<file path="src/rtl/cp_insert.sv">
// Cyclic-prefix insertion for OFDM TX.
// Ping-pong symbol buffer; emits CP tail then the body.
module cp_insert #(
  parameter int N_FFT = 64,
  parameter int N_CP  = 16,
  parameter int W     = 12
) (
  input  logic         clk,
  input  logic         rst,
  input  logic         new_frame,
  input  logic [W-1:0] di_re,
  input  logic [W-1:0] di_im,
  input  logic         di_vld,
  output logic [W-1:0] do_re,
  output logic [W-1:0] do_im,
  output logic         do_vld,
  output logic         do_sop,
  output logic         ovf
);

  localparam int AW = $clog2(N_FFT);
  localparam logic [AW-1:0] CP0  = AW'(N_FFT - N_CP);
  localparam logic [AW-1:0] LAST = AW'(N_FFT - 1);

  typedef enum logic [1:0] {
    IDLE,
    CP,
    BODY
  } st_t;

  logic [2*W-1:0] mem [2*N_FFT];

  logic [AW-1:0] wcnt;
  logic          wb;
  logic          rb;
  logic [1:0]    full;
  logic [1:0]    full_d;
  logic          wr_en;
  logic          wr_last;

  st_t           st;
  st_t           st_d;
  logic [AW-1:0] rcnt;
  logic [AW-1:0] rcnt_d;
  logic          rd;
  logic          sop_d;
  logic          clr;

  assign wr_en   = di_vld & ~full[wb] & ~new_frame;
  assign wr_last = wr_en & (wcnt == LAST);

  // Full flags: a fill and a drain on the same edge both land.
  always_comb begin
    full_d = full;
    if (wr_last) full_d[wb] = 1'b1;
    if (clr)     full_d[rb] = 1'b0;
  end

  // Buffer storage; contents are never reset.
  always_ff @(posedge clk) begin
    if (wr_en) mem[{wb, wcnt}] <= {di_re, di_im};
  end

  // Write pointer, bank flags and sticky overflow.
  always_ff @(posedge clk or posedge rst) begin
    if (rst) begin
      wcnt <= '0;
      wb   <= 1'b0;
      full <= 2'b00;
      ovf  <= 1'b0;
    end else if (new_frame) begin
      wcnt <= '0;
      wb   <= 1'b0;
      full <= 2'b00;
      ovf  <= 1'b0;
    end else begin
      full <= full_d;
      if (wr_en) begin
        wcnt <= wr_last ? '0 : wcnt + 1'b1;
        if (wr_last) wb <= ~wb;
      end
      if (di_vld && full[wb]) ovf <= 1'b1;
    end
  end

  // Read sequencer: CP tail, then body, chaining banks.
  always_comb begin
    st_d   = st;
    rcnt_d = rcnt;
    rd     = 1'b0;
    sop_d  = 1'b0;
    clr    = 1'b0;
    unique case (st)
      IDLE: begin
        if (full[rb]) begin
          st_d   = CP;
          rcnt_d = CP0;
        end
      end
      CP: begin
        rd    = 1'b1;
        sop_d = (rcnt == CP0);
        if (rcnt == LAST) begin
          st_d   = BODY;
          rcnt_d = '0;
        end else begin
          rcnt_d = rcnt + 1'b1;
        end
      end
      BODY: begin
        rd = 1'b1;
        if (rcnt == LAST) begin
          clr = 1'b1;
          if (full[~rb]) begin
            st_d   = CP;
            rcnt_d = CP0;
          end else begin
            st_d   = IDLE;
            rcnt_d = '0;
          end
        end else begin
          rcnt_d = rcnt + 1'b1;
        end
      end
      default: st_d = IDLE;
    endcase
  end

  // Sequencer state and read bank pointer.
  always_ff @(posedge clk or posedge rst) begin
    if (rst) begin
      st   <= IDLE;
      rcnt <= '0;
      rb   <= 1'b0;
    end else if (new_frame) begin
      st   <= IDLE;
      rcnt <= '0;
      rb   <= 1'b0;
    end else begin
      st   <= st_d;
      rcnt <= rcnt_d;
      if (clr) rb <= ~rb;
    end
  end

  // Registered output; data holds while not valid.
  always_ff @(posedge clk or posedge rst) begin
    if (rst) begin
      do_re  <= '0;
      do_im  <= '0;
      do_vld <= 1'b0;
      do_sop <= 1'b0;
    end else if (new_frame) begin
      do_vld <= 1'b0;
      do_sop <= 1'b0;
    end else begin
      do_vld <= rd;
      do_sop <= sop_d;
      if (rd) {do_re, do_im} <= mem[{rb, rcnt}];
    end
  end

endmodule
</file>
<file path="config.mk">
export PLATFORM = sky130hd
export DESIGN_NAME = cp_insert
export DESIGN_NICKNAME = d
export VERILOG_FILES = /design/src/rtl/cp_insert.sv
export SDC_FILE = /design/constraint.sdc
export NUM_CORES = 2
export LEC_CHECK = 0
export BUFFER_PORTS_ARGS = -buffer_cell sky130_fd_sc_hd__buf_2
export CAP_MARGIN = 20
export CORE_MARGIN = 2
export CORE_UTILIZATION = 40
export DETAILED_ROUTE_END_ITERATION = 16
export HOLD_SLACK_MARGIN = 0.03
export PLACE_DENSITY = 0.62
export SYNTH_ARGS = -nofsm -noshare
export SYNTH_HDL_FRONTEND = slang
export SYNTH_SLANG_ARGS = --single-unit
export TNS_END_PERCENT = 10
</file>
<file path="constraint.sdc">
create_clock -name clk -period 6.9 [get_ports clk]
set_clock_uncertainty 0.1 [all_clocks]
set_input_delay 0.69 -clock clk [delete_from_list [all_inputs] [get_ports clk]]
set_output_delay 0.69 -clock clk [all_outputs]
set_load 0.02 [all_outputs]
</file>
==> impl_results.md <==
- CTS root buf: clkbuf_16
- RSZ-0062 raised after global routing: no
- Cell depth of the worst flop-to-flop path: 8
- Post-CTS Setup Bufs: 0
- First-pass GRT wire length: 470.3 mm
- Storage element area: 0.09340 mm^2
- Setup crit end: do_re[4]
- Ys Warns: 0
- CTS sink cnt: 3117
- Setup violators final: 0
- DR vias: 61111
- Cts bufs inserted: 326
- Antenna violations before repair: 20
- Core box area: 0.2998 mm^2
- Leak: 41.05 nW
- Headroom to the max-slew limit: 0.1137
- Placer Congestion: 0.8663
- IO buf count: 54
- CP max FO: 53
- Multi-input gate area: around 0.025 mm^2
- Synth Flop Type: edfxtp_1
- Max-cap violation count: 0
- Die area: approximately 0.31 mm^2
- Ys async rst share: 0.01444
- Clk slew on worst S/H paths: 0.06 ns
- Count of final hold-check violations: 0
- Critical Path End Type: register
- TNS Setup: 0 ns
- Initial Util: 0.4017
- Share of layout cells above drive strength 1: 0.2449
- Placed insts: 9599
- Reg-to-reg setup timing slack: 2.32 ns
- Area delta synth->final: 13.22%
- Avg Vias per Cell: ~6
- Overall routing resource usage: 0.2171
- Post-route ant nets: 0
- Data arrival, critical path: 5.26 ns
- Die height: 552.7 um
- Pwr Density: 316.1 mW/mm^2
- Skew-Pair Late Insertion Delay: 0.94 ns
- WL final: 336.7 mm
- Worst EP required: 7.59 ns
- Crit path launch: rcnt[0]
- CTS H-tree lvls: 5
- Avg Cell Area, Syn: approximately 21 um^2
- Drc violations: 0
- Worst r2r src: rcnt[0]
- WL/cell: between 30 and 40 um
- Finished Layout Cells: 10176
- Reg2reg end: do_re[4]
- Die Span X: 552.7 um
- Layout Nets: 6013
- WS Path Type: register to register
- Synth unique cells: 60
- CTS tree: done
- Longest Clk Path Bufs: 4
- Synthesized instance count: 5658
- Total congestion overflow: 0
- Vias in the first global route: 60024
- Pin count of the biggest net entering global routing: 117
- Fill cell count: 24904
- Detail Placement HPWL: between 150 and 200 mm
- Violation count after the first detailed-route iteration: 8639
- Synth Cell Area: 0.1204 mm^2
- Post-synthesis sequential area ratio: 0.7755
- Syn_nets: 5694
- I/O pin count: 55
- Row count: 201
- CP startpoint kind: register
- Synth Register Bits: 3117
- Post_cts resized: 0
- Maximum vdd drop: ~0.00029 V
- Initial DRT Pass Iterations: 6
- Final period util: 0.6632
- Worst slew pin tran: 1.329 ns
- Total power draw: 43.10 mW
- Count of pins over their slew limit: 0
- Number of flops mapped to enable cells by yosys: 3072
- Fin crit period: 4.576 ns
- Status: completed
- Hold WC Path Type: input port to register
- Fmax: 218.5 MHz
## routing by layer
metal / wire, um / track usage
met5: 28 / 0
met4: 15570 / 0.09005
met3: 32290 / 0.04499
met2: 158100 / 0.3406
met1: 130800 / 0.2962
## state kept, by name, summed over array words and instances, names as in the netlist
register and flops:
do_im 12, do_re 12, do_sop 1, do_vld 1
full 2, mem 3072, ovf 1, rb 1
rcnt 6, st 2, wb 1, wcnt 6
## report_power, final
part | total (mW) | internal, mW | switching (mW)
Clock | 16.5 | 9.50 | 6.99
Sequential | 21.2 | 20.9 | 0.326
Combinational | 5.40 | 1.82 | 3.58
## placed cells by master (no fill, tap or decap), types with 7 or more instances in the layout
cell       instances
edfxtp_1        3072
mux4_2           593
mux2i_1          486
clkbuf_16        330
buf_4            266
nand2_1          152
nor2_2           123
nor2_1           103
o221ai_1          94
clkbuf_1          94
a21oi_1           90
a221oi_1          74
clkinv_1          63
o22ai_1           60
mux2_2            43
a22oi_1           41
o21ai_0           40
o211ai_1          39
dfrtp_1           39
clkinv_2          38
buf_2             31
a31oi_1           22
buf_12            22
nand3_1           20
nor3b_1           19
o31ai_1           19
bufinv_16         19
a221o_1           18
and2_1            17
o21ai_1           16
a211oi_1          14
nor2b_1           11
nor3_1             9
diode_2            8
nor2_4             8
ha_1               8
inv_6              7
## worst min-delay path by stage
stage / from / slack, ns / endpoint / depth (start not counted)
global placement: st[1] / 0.42 / st[1] / 2
detailed placement: st[1] / 0.44 / st[1] / 2
floorplan: st[1] / 0.40 / st[1] / 2
CTS: di_im[8] / 0.09 / mem[99][8] / 1
finish: di_im[8] / 0.12 / mem[99][8] / 1
global route: di_im[8] / 0.11 / mem[99][8] / 1
## cell usage after synthesis (3+ instances only)
master | count | area (um^2)
o22ai_1 | 60 | 375.4
edfxtp_1 | 3072 | 92250
nand2_1 | 155 | 581.8
buf_6 | 30 | 337.8
mux4_2 | 593 | 13360
a32oi_1 | 3 | 26.28
and3_1 | 3 | 18.77
and2_1 | 18 | 112.6
a211oi_1 | 14 | 105.1
o211ai_1 | 39 | 292.8
o2111ai_1 | 4 | 35.03
a221o_1 | 18 | 180.2
nor3b_1 | 19 | 142.6
nor2_1 | 234 | 878.3
ha_1 | 8 | 100.1
clkbuf_1 | 104 | 390.4
o32ai_1 | 3 | 26.28
o31ai_1 | 19 | 142.6
nand4_1 | 6 | 37.54
nand3_1 | 24 | 120.1
nand2b_1 | 5 | 31.28
buf_2 | 120 | 600.6
buf_12 | 3 | 60.06
nor2b_1 | 15 | 93.84
dfrtp_1 | 45 | 1126
or3_1 | 4 | 25.02
or4_1 | 6 | 45.04
nor3_1 | 9 | 45.04
o21ai_1 | 14 | 70.07
buf_4 | 67 | 503.0
mux2_2 | 43 | 484.2
a311oi_1 | 5 | 43.79
mux2i_1 | 486 | 4865
buf_1 | 10 | 37.54
o221ai_1 | 94 | 823.3
xor2_1 | 3 | 26.28
inv_1 | 7 | 26.28
o21ai_0 | 42 | 210.2
a21oi_1 | 90 | 450.4
a32o_1 | 5 | 50.05
a31oi_1 | 22 | 137.6
a221oi_1 | 74 | 648.1
a22oi_1 | 41 | 307.8
## through the flow
step / hold WS [ns] / worst slack [ns] / util / instance area [um^2]
floorplan: 0.4001 / 3.756 / - / 120400
global placement: 0.4196 / 1.888 / 0.4215 / 126400
detailed placement: 0.4411 / 2.317 / 0.4218 / 126500
CTS: 0.08508 / 2.281 / 0.4546 / 136300
global route: 0.1126 / 2.318 / 0.4547 / 136300
finish: 0.1245 / 2.324 / 0.4548 / 136300
## worst max-delay path, stage by stage (launching register included)
cell	delay (ns)
dfrtp_4	0.80
buf_12	0.42
or3b_4	0.65
buf_4	0.55
o22ai_1	0.13
o31ai_1	0.34
o211ai_1	0.36
a21oi_1	0.94
a21oi_1	0.08
## timing repair
action | 4_1_cts | 5_1_grt
hold buffers | 3 | 0
hold endpoints to repair | 47 | 0
setup endpoints to repair | 0 | 0
## kinds of logic after synthesis
logic type	share of synthesized area
buffers and inverters	0.01643
AO/OA/AOI/OAI	0.03352
AND/OR/NAND/NOR	0.01821
flip-flops	0.7755
XOR/XNOR	0.0002183
multiplexers	0.1553
adder cells (fa/ha/maj)	0.0008313
## layout make-up
| cell class | instances | share of cell area |
|---|---|---|
| Sequential cell | 3117 | 0.6851 |
| Tap cell | 3958 | 0.03632 |
| Timing Repair Buffer | 326 | 0.01951 |
| Clock buffer | 427 | 0.06346 |
| Multi-Input combinational cell | 2197 | 0.1869 |
| Inverter | 9 | 0.0003029 |
| Clock inverter | 134 | 0.008269 |
| Antenna cell | 8 | 0.0001468 |
(Power assumes the default switching activity.)
